## src/rtl/caja_musical_pkg.sv

```systemverilog
// Shared definitions for the music box sequencer: entry layout, FSM encoding
// and 12 MHz half-period dividers for the fourth-octave notes.
package caja_musical_pkg;

    typedef enum logic [1:0] {
        IDLE = 2'd0,
        LEE  = 2'd1,
        TOCA = 2'd2
    } estado_t;

    // Entry layout is {div, dur}: dur sits at bit 0 and div starts at DUR_W.
    localparam int DUR_W_DEF = 4;
    localparam int DUR_LSB   = 0;
    localparam int DIV_LSB   = DUR_W_DEF;

    localparam logic [15:0] DO4  = 16'd22933;
    localparam logic [15:0] RE4  = 16'd20431;
    localparam logic [15:0] MI4  = 16'd18202;
    localparam logic [15:0] FA4  = 16'd17180;
    localparam logic [15:0] SOL4 = 16'd15306;
    localparam logic [15:0] LA4  = 16'd13636;
    localparam logic [15:0] SI4  = 16'd12148;

endpackage

```

## src/rtl/caja_musical_seq_generador_tono.sv

```systemverilog
// Square-wave tone generator: toggles every freq clocks, held low while
// cleared or when freq is zero (rest).
module generador_tono #(
    parameter int DIV_W = 16
) (
    input  logic             clk,
    input  logic             rst,
    input  logic             clr,
    input  logic [DIV_W-1:0] freq,
    output logic             tono
);

    logic [DIV_W-1:0] cnt_q, cnt_d;
    logic             tono_q, tono_d;

    // Half-period counter; the >= compare recovers cleanly if freq shrinks mid-count.
    always_comb begin
        cnt_d  = cnt_q;
        tono_d = tono_q;
        if (clr || (freq == '0)) begin
            cnt_d  = '0;
            tono_d = 1'b0;
        end else if (cnt_q >= (freq - DIV_W'(1))) begin
            cnt_d  = '0;
            tono_d = ~tono_q;
        end else begin
            cnt_d  = cnt_q + DIV_W'(1);
        end
    end

    // Counter and output registers
    always_ff @(posedge clk) begin
        if (rst) begin
            cnt_q  <= '0;
            tono_q <= 1'b0;
        end else begin
            cnt_q  <= cnt_d;
            tono_q <= tono_d;
        end
    end

    assign tono = tono_q;

endmodule

```

## src/rtl/caja_musical_seq.sv

```systemverilog
// Programmable music box sequencer: writable {div, dur} note memory, rests,
// looping and start/stop control. Define VOLUMEN_PWM_EN to add PWM volume.
module caja_musical_seq
    import caja_musical_pkg::*;
#(
    parameter int N_NOTAS  = 32,
    parameter int IDX_W    = 5,
    parameter int DIV_W    = 16,
    parameter int DUR_W    = 4,
    parameter int TICK_DIV = 1200000
) (
    input  logic                   clk,
    input  logic                   rst,
    input  logic                   inicio,
    input  logic                   detener,
    input  logic                   bucle,
    input  logic                   we,
    input  logic [IDX_W-1:0]       waddr,
    input  logic [DIV_W+DUR_W-1:0] wdata,
`ifdef VOLUMEN_PWM_EN
    input  logic [2:0]             volumen,
`endif
    output logic                   parlante,
    output logic [IDX_W-1:0]       indice_nota,
    output logic [DIV_W-1:0]       freq,
    output logic                   ocupado,
    output logic                   fin
);

    localparam int                ENT_W    = DIV_W + DUR_W;
    localparam int                DIV_OFS  = DUR_LSB + DUR_W;
    localparam int                TICK_W   = (TICK_DIV > 1) ? $clog2(TICK_DIV) : 1;
    localparam logic [TICK_W-1:0] TICK_MAX = TICK_W'(TICK_DIV - 1);
    localparam logic [IDX_W-1:0]  IDX_LAST = IDX_W'(N_NOTAS - 1);

    logic [ENT_W-1:0]  mem_q [N_NOTAS];
    logic [ENT_W-1:0]  rdata_q;
    logic [DIV_W-1:0]  ent_div_s;
    logic [DUR_W-1:0]  ent_dur_s;

    estado_t           state_q, state_d;
    logic [IDX_W-1:0]  idx_q, idx_d;
    logic [DIV_W-1:0]  freq_q, freq_d;
    logic [DUR_W-1:0]  dur_q, dur_d;
    logic [TICK_W-1:0] tick_q, tick_d;
    logic              fin_q, fin_d;
    logic              ocupado_q, ocupado_d;
    logic              clr_s;
    logic              tono_s;

    // Note memory write port; contents survive reset
    always_ff @(posedge clk) begin
        if (we) begin
            mem_q[waddr] <= wdata;
        end
    end

    // Read is addressed by the next index so the entry is ready in the LEE cycle
    always_ff @(posedge clk) begin
        rdata_q <= mem_q[idx_d];
    end

    assign ent_div_s = rdata_q[DIV_OFS +: DIV_W];
    assign ent_dur_s = rdata_q[DUR_LSB +: DUR_W];

    // Sequencer next-state logic
    always_comb begin
        state_d = state_q;
        idx_d   = idx_q;
        freq_d  = freq_q;
        dur_d   = dur_q;
        tick_d  = tick_q;
        fin_d   = 1'b0;
        if (detener) begin
            state_d = IDLE;
        end else begin
            case (state_q)
                IDLE: begin
                    if (inicio) begin
                        state_d = LEE;
                        idx_d   = '0;
                    end else begin
                        state_d = IDLE;
                    end
                end
                LEE: begin
                    freq_d = ent_div_s;
                    dur_d  = ent_dur_s;
                    tick_d = '0;
                    if (ent_dur_s != '0) begin
                        state_d = TOCA;
                    end else if (bucle && (idx_q != '0)) begin
                        // the idx!=0 guard stops an all-marker melody from spinning
                        state_d = LEE;
                        idx_d   = '0;
                    end else begin
                        state_d = IDLE;
                        fin_d   = 1'b1;
                    end
                end
                TOCA: begin
                    if (tick_q != TICK_MAX) begin
                        tick_d = tick_q + TICK_W'(1);
                    end else begin
                        tick_d = '0;
                        dur_d  = dur_q - DUR_W'(1);
                        if (dur_q != DUR_W'(1)) begin
                            state_d = TOCA;
                        end else if (idx_q != IDX_LAST) begin
                            state_d = LEE;
                            idx_d   = idx_q + IDX_W'(1);
                        end else if (bucle) begin
                            state_d = LEE;
                            idx_d   = '0;
                        end else begin
                            state_d = IDLE;
                            fin_d   = 1'b1;
                        end
                    end
                end
                default: begin
                    state_d = IDLE;
                end
            endcase
        end
        ocupado_d = (state_d != IDLE);
        // silence the tone from the edge a note ends so every note starts low
        clr_s = (state_q != TOCA) || (state_d != TOCA);
    end

    // Sequencer state registers
    always_ff @(posedge clk) begin
        if (rst) begin
            state_q   <= IDLE;
            idx_q     <= '0;
            freq_q    <= '0;
            dur_q     <= '0;
            tick_q    <= '0;
            fin_q     <= 1'b0;
            ocupado_q <= 1'b0;
        end else begin
            state_q   <= state_d;
            idx_q     <= idx_d;
            freq_q    <= freq_d;
            dur_q     <= dur_d;
            tick_q    <= tick_d;
            fin_q     <= fin_d;
            ocupado_q <= ocupado_d;
        end
    end

    generador_tono #(
        .DIV_W (DIV_W)
    ) u_tono (
        .clk  (clk),
        .rst  (rst),
        .clr  (clr_s),
        .freq (freq_q),
        .tono (tono_s)
    );

`ifdef VOLUMEN_PWM_EN
    logic [2:0] pwm_q;

    // Free-running PWM phase for volume gating
    always_ff @(posedge clk) begin
        if (rst) begin
            pwm_q <= 3'd0;
        end else begin
            pwm_q <= pwm_q + 3'd1;
        end
    end

    assign parlante = tono_s & (pwm_q < volumen);
`else
    assign parlante = tono_s;
`endif

    assign indice_nota = idx_q;
    assign freq        = freq_q;
    assign ocupado     = ocupado_q;
    assign fin         = fin_q;

endmodule

```

## config.mk

```make
export PLATFORM = sky130hd
export DESIGN_NAME = caja_musical_seq
export DESIGN_NICKNAME = d
export VERILOG_FILES = /design/src/rtl/caja_musical_pkg.sv /design/src/rtl/caja_musical_seq_generador_tono.sv /design/src/rtl/caja_musical_seq.sv
export SDC_FILE = /design/constraint.sdc
export NUM_CORES = 1
export LEC_CHECK = 0
export CAP_MARGIN = 5
export CORE_MARGIN = 3
export CORE_UTILIZATION = 56
export CTS_CLUSTER_SIZE = 20
export DETAILED_ROUTE_END_ITERATION = 8
export GPL_TIMING_DRIVEN = 0
export PLACE_DENSITY = 0.76
export RECOVER_POWER = 100
export SLEW_MARGIN = 25
export SYNTH_ARGS = -nofsm -noshare
export SYNTH_HDL_FRONTEND = slang
export SYNTH_SLANG_ARGS = --single-unit
```

## constraint.sdc

```tcl
create_clock -name clk -period 3.6 [get_ports clk]
set_clock_uncertainty 0.2 [all_clocks]
set_input_delay 0.36 -clock clk [delete_from_list [all_inputs] [get_ports clk]]
set_output_delay 0.36 -clock clk [all_outputs]
set_load 0.01 [all_outputs]
```

[Yosys cells after proc, flatten, opt, wreduce, memory -nomap -nowiden]
Memories as Yosys holds them, arrays and structs flattened. A register that Yosys moved wholly into a read port is not among the register bits.
Cells that the tools add are included.
Word-level totals
  register bits: 67
  RAM bits: 640
  bits of input ports: 31
  output and inout bits: 24
  logic and storage cells: 72
  memories: 1
Memory list
  mem_q: words 32, bits a word 20, read ports 1, clocked after Yosys merged registers in 1, write ports 1, line caja_musical_seq.sv:36  | logic [ENT_W-1:0] mem_q [N_NOTAS];
Operators by class
  $add $sub $neg: 5
  $lt $le $gt $ge: 1
  equality and inequality tests: 8
  multiplexer cells: 31
  bitwise operators: 2
  reduce and logical (&&, ||, !) cells: 15
Operators with widths (count)
  $pmux W21 S2: 1
  $mux W5: 8
  $add A21 B1 Y21 const B: 1
  $mux W21: 1
  $ne A21 B21 Y1 const B: 1
  $add A16 B1 Y16 const B: 1
  $ge A16 B16 Y1: 1
  $logic_not A16 Y1: 1
  $sub A16 B1 Y16 const B: 1
  $pmux W5 S3: 1
  $mux W1: 12
  $mux W2: 4
  $pmux W4 S2: 1
  $ne A2 B2 Y1 const B: 3
  $pmux W2 S3: 1
  $add A5 B1 Y5 const B: 1
  $ne A5 B5 Y1 const B: 1
  $reduce_bool A5 Y1: 1
  $mux W4: 1
  $ne A4 B1 Y1 const B: 1
  $reduce_and A2 Y1: 2
  $reduce_bool A2 Y1: 2
  $reduce_bool A4 Y1: 1
  $reduce_or A2 Y1: 2
  other kinds (10): 12

[Depth between registers and ports, before layout]
Gate-level depths: netlist of the first run.
  depth in word-level cells: 10
  mapped depth: 16
  mapped depth without buffers: 15

[Cells and area by module]
Synthesis of the first run repeated with hierarchy kept, for this count alone.
Unflattened totals
  cells, all modules: 2069
  area total of the unflattened synthesis: 30046.3 um^2
Modules (own cells, without submodules)
  caja_musical_seq: instances 1, cells each 1906, area an instance 28618.7 um^2, seq. area each 20619.8 um^2
  generador_tono: instances 1, cells each 163, area an instance 1427.6 um^2, seq. area each 340.3 um^2

[Worst setup path after synthesis of the first run]
Ideal clock, no wire load.
  path kind: flip-flop to flip-flop
  start point: reg idx_q[0] (netlist: indice_nota[0])
  end point: reg rdata_q[19] (read register of mem_q)
  setup time: 78 ps
  arrival time: 3482 ps
  required time: 3322 ps
  path slack: -160 ps
  stages on the path, launching flop included: 15
  path buffers: 3
  period minus slack after synthesis: 3760 ps
  path through: dfxtp_1 ha_1 and3_1 ha_1 or4b_2 or2_0 o31a_1 a31oi_2 buf_2 buf_4 buf_2 nand2_1 a31oi_1 o22ai_1 nor3_1
Between the ends
  word-level cells in the longest chain between the ends: 6
  elaborated cells between the ends (all ways): 13
  classes of those cells: 1 x add/sub; 1 x eq/ne; 9 x mux; 2 x reduce/logical
RTL lines
  start, declared: line caja_musical_seq.sv:42  | logic [IDX_W-1:0] idx_q, idx_d;
  start signal, assigned: line caja_musical_seq.sv:143  | idx_q <= idx_d;
  $add A5 B1 Y5 (tied with other cells): line caja_musical_seq.sv:111  | idx_d = idx_q + IDX_W'(1);
  $mux W5 or $logic_and A1 B1 Y1 (tied branches): line caja_musical_seq.sv:109, caja_musical_seq.sv:92
  $mux W5, on equally long branches: line caja_musical_seq.sv:107, caja_musical_seq.sv:92
  $mux W5, on equally long branches: line caja_musical_seq.sv:102, caja_musical_seq.sv:90
  $pmux W5 S3: line caja_musical_seq.sv:77  | case (state_q)
  $mux W5 *: line caja_musical_seq.sv:74  | if (detener) begin
  end, declared: line caja_musical_seq.sv:37  | logic [ENT_W-1:0] rdata_q;
Mark *: on every way between the ends. The rest lies on a longest branch, timed or not.
A chain may end at the register's enable or synchronous reset.

[Worst setup path in the final report of the first run]
Ends and elaborated chain as after synthesis.

==> summary.md, run 1 <==
| Metric | Value |
|---|---|
| Ys Warns | `0` |
| Leakage | `approximately 12 nW` |
| RR Endpoint | `rdata_q[19]$_DFF_P_` |
| Total of max-cap violations | `17` |
| Vias | `about 19000` |
| Sink Count | `just over 700` |
| Hold WC Path Type | `input port to register` |
| Fin worst setup slack | `-0.424 ns` |
| Pin count of the biggest net entering global routing | `33` |
| Sequential area share after synthesis | `a little under three quarters` |
| Worst hold path depth | `2` |
| Rows | `around 80` |
| Iter 0 DRT Violations | `2581` |
| Detail Placement HPWL | `around 48 mm` |
| Peak supply drop | `0.000453 V` |
| CTS Hold Bufs | `0` |
| Chip width | `between 200 and 250 microns` |
| Post-route ant nets | `0` |
| Tmin final | `approximately 4 ns` |
| Post-synth ARST share | `0%` |
| CP required | `around 4 ns` |
| Clock input transition at the sequential cells of the worst setup and hold paths | `0.06 ns` |
| Initial core utilization | `roughly 57%` |
| Seq cells post-synth | `roughly 730` |
| Routed len/inst | `between 20 and 30 microns` |
| Leading register cell type out of synthesis | `edfxtp_1` |
| CTS buffer count | `between 70 and 80` |
| Failing checks | `max-capacitance violations, max-slew violations, negative setup slack` |
| Status | `finished, violations left` |
| Die ar. | `between 0.05 and 0.06 sq mm` |
| Total grt overflow | `0` |
| Post-route clock period utilization | `112%` |
| Worst-Margin Slew | `between 1.5 and 2 ns` |
| RSZ-0062 raised after global routing | `true` |
| Crit end category | `register` |
| Post-layout nets | `2224` |
| EDFF count, synth | `between 600 and 700` |
| Die height | `around 230 microns` |
| Clock Path Buffers | `3` |
| Reg2Reg Depth | `16` |
| Delay-heaviest family, CP | `simple AND/OR/NAND/NOR gates` |
| Syn nets | `2040` |
| DRC | `0` |
| Worst hold start | `detener` |
| Buf/Inv on CP | `6` |
| Startpoint types | `register` |
| Layout area overhead | `28.0%` |
| CORE AREA | `between 0.05 and 0.06 sq mm` |
| Routability cong. | `0.901` |
| Worst path most repeated cell | `buf_12` |
| Cell Chain, Critical Path | `ha_4 -> and3_4 -> ha_4 -> or4b_4 -> nor4_4 -> buf_6 -> a211o_1 -> buf_6 -> buf_12 -> buf_12 -> buf_12 -> buf_12 -> mux2i_1 -> o221ai_4 -> o22ai_1 -> nor3_4` |
| Final setup viols | `29` |
| Global-route wire length before repair | `113 mm` |
| Vias in the first global route | `approximately 19000` |
| Overall Global Routing Usage | `28.0%` |
| Mapped Cells | `around 2000` |
| RR Startpoint | `indice_nota[0]$_SDFF_PP0_` |
| CP max FO | `6` |
| Fraction of layout cells with a size suffix above 1 | `between 20 and 30%` |
| Yosys cell types | `between 60 and 70` |
| Maximum clock rate | `~0.25 GHz` |
| Core Util, Final | `73.4%` |
| Power density cells | `~460 mW/mm^2` |
| Clk Latency, worst-skew pair | `between 0.6 and 0.7 ns` |
| H-Tree Depth | `3` |
| Crit path DAT | `~4.3 ns` |
| WL final | `roughly 85 mm` |
| Worst path slowest cell | `or4b_4` |
| Critical path type | `register to register` |
| Vias per cell | `~6.7` |
| CTS Root Cell | `clkbuf_16` |
| Flop2flop setup slack | `-0.42 ns` |
| Fin. Hold Viols | `0` |
| Worst path max stage delay | `around 0.56 ns` |
| Synthesized area per cell | `around 15 sq um` |
| Initial antenna violation count | `3` |
| Slew headroom | `-26.7%` |
| CTS tree | `built` |
| Port Buf Inserts | `53` |
| I/O Pins | `between 50 and 60` |
| Min Hold Slack | `roughly 0.044 ns` |
| Hold Path End | `state_q[0]$_SDFF_PP0_` |
| Synthesized area | `0.0291 sq mm` |
| Drt first pass iters | `5` |
| Pins Over Slew Limit | `537` |
-- area by class of cell --
class | instances | area (sq um)
clock inverters | 33 | 294
well taps | 672 | 841
fillers | 2852 | 13500
flip-flops and latches | 727 | 21000
repair buffers | 111 | 1080
inverters | 15 | 56.3
plain buffers | 110 | 1210
clock buffers | 94 | 1970
diodes | 2 | 5.00
multi-input cells | 1127 | 10900
-- synthesized netlist by cell type, types with 26 or more instances --
cell | number | area [sq um]
edfxtp_1 | 640 | 19200
buf_2 | 26 | 130
a31oi_1 | 81 | 507
o22ai_1 | 42 | 263
a211oi_1 | 82 | 616
nand2_1 | 220 | 826
nor2_1 | 96 | 360
mux2i_1 | 161 | 1610
a21oi_1 | 30 | 150
o221ai_1 | 80 | 701
nor3_1 | 31 | 155
clkbuf_1 | 63 | 236
and2_1 | 64 | 400
dfxtp_1 | 87 | 1740
ha_1 | 28 | 350
-- worst register-to-register path, cell delays in order, from the launching register on --
cell      delay (ns)
dfxtp_4         0.35
ha_4            0.17
and3_4          0.19
ha_4            0.17
or4b_4          0.56
nor4_4          0.24
buf_6           0.16
a211o_1         0.16
buf_6           0.13
buf_12          0.11
buf_12          0.15
buf_12          0.15
buf_12          0.14
mux2i_1         0.38
o221ai_4        0.21
o22ai_1         0.35
nor3_4          0.09
-- worst max path at each step --
| stage | from | endpoint | slack, ns | depth (start not counted) |
|---|---|---|---|---|
| 2_1_floorplan | freq[2]$_SDFFE_PP0P_ | u_tono.cnt_q[10]$_SDFF_PP0_ | 0.0009 | 15 |
| 3_3_place_gp | indice_nota[0]$_SDFF_PP0_ | rdata_q[10]$_DFF_P_ | -1.29 | 13 |
| 3_5_place_dp | indice_nota[0]$_SDFF_PP0_ | rdata_q[10]$_DFF_P_ | -1.32 | 13 |
| 4_1_cts | tick_q[12]$_SDFFE_PP0P_ | rdata_q[9]$_DFF_P_ | -0.37 | 13 |
| 5_1_grt | tick_q[12]$_SDFFE_PP0P_ | rdata_q[19]$_DFF_P_ | -0.52 | 15 |
| 6_report | indice_nota[0]$_SDFF_PP0_ | rdata_q[19]$_DFF_P_ | -0.42 | 16 |
-- layer usage --
metal / up-vias / wire length, microns / track usage, %
met5: - / 22 / 0
met4: 4 / 2910 / 9.49
met3: 230 / 8880 / 6.61
met2: 1306 / 42300 / 46.0
met1: 9688 / 30700 / 37.0
li1: 8084 / - / -
-- kinds of logic (layout without fill, tap and decap cells) --
kind of cell             after synthesis  after routing  share of synthesized area [%]
AO/OA/AOI/OAI                        377            377                           9.37
XOR/XNOR                              44             44                           1.32
adder cells (fa/ha/maj)               28             28                           1.20
buffers and inverters                127            363                           2.24
flip-flops                           727            727                           71.9
multiplexers                         161            161                           5.53
other                                  0              2                              0
AND/OR/NAND/NOR                      517            517                           8.40
-- state kept, by name, indices dropped and copies added (netlist names) --
name	cells
mem_q	640
tick_q	21
rdata_q	20
freq	16
u_tono.cnt_q	16
indice_nota	5
dur_q	4
state_q	2
fin	1
ocupado	1
u_tono.tono	1
-- power by group --
group	switching [mW]	leakage (nW)	internal (mW)	total [mW]
logic	0.315	3.97	0.111	0.425
registers	0.0375	6.48	9.27	9.31
clock network	3.18	1.09	4.22	7.40
total	3.53	11.5	13.6	17.1
-- cells in the final DEF, fill, tap and decap left out, types with 20 or more instances in the layout --
master,netlist,layout
a211oi_1,82,39
a211oi_2,0,37
a21oi_1,30,28
a31oi_1,81,20
a31oi_2,1,25
a31oi_4,0,37
and2_1,64,64
buf_12,1,26
buf_4,6,47
buf_6,14,23
clkbuf_1,63,50
clkbuf_16,0,80
dfxtp_1,87,77
dlygate4sd3_1,0,24
edfxtp_1,640,640
ha_1,28,26
mux2i_1,161,130
nand2_1,220,213
nor2_1,96,52
nor2_4,0,28
nor2b_1,25,24
o221ai_2,0,24
o221ai_4,0,56
o22ai_2,0,33
xor2_1,25,25
-- through the flow --
stage	setup WS [ns]	setup TNS, ns	total power, mW	cells	instance area [sq um]
floorplan	0.000947	0	9.61	1981	29200
finish	-0.424	-6.37	17.1	2891	37300
global placement	-1.29	-48.81	9.82	2706	30500
CTS	-0.371	-6.51	17.0	2863	35100
detailed placement	-1.32	-30.69	9.84	2711	30700
global route	-0.516	-9.38	17.5	2890	37300
-- repair_timing --
item                                   CTS  global route
pin swaps                               68            88
setup buffers                           22            24
gates cloned                             3             4
setup endpoints to repair               39            38
resized for setup                      392           352
endpoints found under the hold margin    0             0
No activity file was read; power rests on OpenSTA's default activity.
==> run 2: changes to the inputs <==
--- a/config.mk
+++ b/config.mk
@@ -6,6 +6,7 @@
 export NUM_CORES = 1
 export LEC_CHECK = 0
 export CAP_MARGIN = 5
+export CORE_ASPECT_RATIO = 1.1
 export CORE_MARGIN = 3
 export CORE_UTILIZATION = 56
 export CTS_CLUSTER_SIZE = 20
==> run 2 against run 1 <==
  * The flow still finishes with violations (max-capacitance violations, max-slew violations, negative setup slack)
  * Critical path type unchanged
  * Non-clock buffer count down 17
  * Clock power up 2%
  * Power rose by 0.81%
  * Register-to-register slack is essentially flat
  * Via count down 2.0%
  * Die area hardly changed
  * Global-route usage rose by 0.57 points
  * Count of clock-buffer cells in the layout down 1
  * Sequential cell count unchanged
==> summary.md, run 2 (synthesis gave the netlist of run 1 again) <==
| Metric | Value |
|---|---|
| Slew headroom | `-33.0% (-6.3 points)` |
| RSZ-0062 raised after global routing | `true` |
| Largest regs | `mem_q x640, tick_q x21, rdata_q x20` |
| Post-Layout Cell Count | `2876 (-0.52%)` |
| Post-layout nets | `2207 (-0.76%)` |
| Buf/Inv on CP | `4 (-2)` |
| Switching Share | `20.9% (+0.27 points)` |
| Fraction of layout cells with a size suffix above 1 | `26.5% (-2.0 points)` |
| Placement Setup Slack | `-1.35 ns (-0.0261 ns)` |
| Fillers | `3070 (+7.6%)` |
| Vias in the first global route | `18709 (+1.0%)` |
| Hold WC Path Type | `register to register` |
| Peak supply drop | `0.000386 V (-15%)` |
| Pins Over Slew Limit | `594 (+11%)` |
| Iter 0 DRT Violations | `2334 (-9.6%)` |
| Crit end category | `register` |
| Vias | `18933 (-2.0%)` |
| Chip width | `223 microns (-4.5%)` |
| Total of max-cap violations | `18 (+1)` |
| Drt first pass iters | `6 (+1)` |
| CP required | `3.90 ns (about the same)` |
| Die ar. | `0.0548 sq mm (about the same)` |
| Worst-Margin Slew | `1.99 ns (+0.101 ns)` |
| Clock Path Buffers | `3 (unchanged)` |
| Startpoint types | `register` |
| Post-route cell area | `0.0365 sq mm (-2.2%)` |
| Global-route wire length before repair | `117 mm (+2.9%)` |
| Power density cells | `473 mW/mm^2 (+3.1%)` |
| Rows | `87 (+6.1%)` |
| Routability cong. | `0.908 (+0.79%)` |
| CP max FO | `10 (+4)` |
| Failing checks | `max-capacitance violations, max-slew violations, negative setup slack` |
| Crit path DAT | `4.31 ns (about the same)` |
| Port Buf Inserts | `53 (unchanged)` |
| Min Hold Slack | `0.239 ns (+0.195 ns)` |
| WL final | `83.2 mm (-1.9%)` |
| Critical path type | `register to register` |
| Area after DPL | `0.0307 sq mm (about the same)` |
| CTS Root Cell | `clkbuf_16` |
| Routed len/inst | `28.9 microns (-1.4%)` |
| Fin worst setup slack | `-0.414 ns (+0.0107 ns)` |
| Inst Count DP | `2704 (-0.26%)` |
| CTS buffer count | `73 (unchanged)` |
| Commonest non-fill, non-tap cell in the layout | `edfxtp_1` |
| Clk Latency, worst-skew pair | `0.63 ns (about the same)` |
| Commonest non-fill, non-tap cells in the layout | `edfxtp_1 (640), nand2_1 (214), mux2i_1 (142)` |
| CORE AREA | `0.0514 sq mm (+1.2%)` |
| Maximum clock rate | `0.249 GHz (+0.27%)` |
| Worst path slowest cell | `or4b_4` |
| Clock input transition at the sequential cells of the worst setup and hold paths | `0.06 ns (about the same)` |
| Net load switching power | `3.61 mW (+2.1%)` |
| Vias per cell | `6.58 (-1.5%)` |
| I/O Pins | `55 (unchanged)` |
| Post-route ant nets | `0 (unchanged)` |
| Leakage | `11.3 nW (-2.2%)` |
| H-Tree Depth | `3 (unchanged)` |
| Total grt overflow | `0 (unchanged)` |
| Initial antenna violation count | `6 (+3)` |
| Fin. Hold Viols | `0 (unchanged)` |
| Sink Count | `727 (unchanged)` |
| Max reg flops | `640 (unchanged)` |
| Worst path max stage delay | `0.55 ns (about the same)` |
| Die height | `245 microns (+4.8%)` |
| Biggest register | `mem_q` |
| DRC | `0 (unchanged)` |
| Layout area overhead | `25.2%` |
| Post-route clock period utilization | `111% (-0.30 points)` |
| Internal | `13.7 mW (+0.47%)` |
| Logic pwr share | `2.4% (about the same)` |
| Cell Chain, Critical Path | `ha_4 -> and3_4 -> ha_4 -> or4b_4 -> or2_0 -> o31a_1 -> a31oi_4 -> buf_12 -> buf_12 -> buf_6 -> buf_8 -> nand2_1 -> a31oi_2 -> o22ai_2 -> nor3_4` |
| Overall Global Routing Usage | `28.6% (+0.57 points)` |
| Seq pwr share | `53.9% (-0.4 points)` |
| Initial core utilization | `56.7% (-0.66 points)` |
| Tmin final | `4.01 ns (-0.0107 ns)` |
| Final setup viols | `20 (-31%)` |
| Status | `finished, violations left` |
| Power share of the clock group | `43.7% (+0.5 points)` |
| Pin count of the biggest net entering global routing | `33 (unchanged)` |
| Delay-heaviest family, CP | `simple AND/OR/NAND/NOR gates` |
| Detail Placement HPWL | `49.2 mm (+2.7%)` |
| CTS tree | `built` |
## run 2: cell types whose count changed in the layout (fill, tap and decap cells not counted), sizes merged
cell	before	now
inv	16	18
clkinvlp	4	7
dlygate4sd3	24	17
diode	2	5
bufinv	5	6
buf	121	92
bufbuf	0	1
clkinv	23	22
clkbuf	161	170
clkdlybuf4s50	9	17
## run 2: through the flow
stage	utilization, %	TNS, ns	total power [mW]
after floorplan	-	0	9.61
after global placement	59.4	-54.56	9.83
after detailed placement	59.8	-31.29	9.85
after CTS	69.1	-6.87	17.2
after global routing	71.0	-7.23	17.6
final	71.0	-5.44	17.3
## run 2: power by group through the flow
stage,registers [mW],clock network [mW],logic (mW)
after floorplan,9.46,0,0.144
after global placement,9.47,0,0.353
after detailed placement,9.47,0,0.378
after CTS,9.29,7.48,0.406
after global routing,9.30,7.88,0.447
final,9.30,7.54,0.422
## run 2: tightest hold or removal path, cell delays in order, from the launching register on
cell and delay (ns):
dfxtp_1 0.30, nand2_1 0.05, a21oi_1 0.05
## run 2: what timing repair did
item	CTS	global route
setup endpoints to repair	39	37
setup buffers	19	10
hold endpoints to repair	1	0
pin swaps	83	40
hold buffers	1	0
gates resized for setup	432	179
gates cloned	6	2
## run 2: path summary, 6_finish.rpt
check | to | slack [ns] | cells after the start | from
worst max-delay path | rdata_q[9]$_DFF_P_ | -0.41 | 15 | indice_nota[0]$_SDFF_PP0_
worst min-delay path | freq[15]$_SDFFE_PP0P_ | 0.24 | 2 | rdata_q[19]$_DFF_P_
worst max register to register | rdata_q[9]$_DFF_P_ | -0.41 | 15 | indice_nota[0]$_SDFF_PP0_
worst min register to register | freq[15]$_SDFFE_PP0P_ | 0.24 | 2 | rdata_q[19]$_DFF_P_
## run 2: per-layer routing
layer / wire length [microns] / vias to the layer above / track usage (%) / part of all wire [%]
met4: 3740 / 4 / 12.1 / 4.5
met1: 30100 / 9396 / 36.1 / 36
met2: 41000 / 1195 / 48.0 / 49
li1: - / 8068 / - / -
met3: 8380 / 270 / 6.33 / 10
met5: 23 / - / 0 / 0.028
## run 2: layout make-up
type	count	area, sq um	share of cell area, %
Timing Repair Buffer	94	931	2.55
Buffer	110	1130	3.09
Clock buffer	93	1940	5.33
Sequential cell	727	21000	57.5
Multi-Input combinational cell	1127	10200	28.0
Inverter	15	56.3	0.154
Clock inverter	38	389	1.07
Antenna cell	5	12.5	0.0343
Tap cell	667	835	2.29
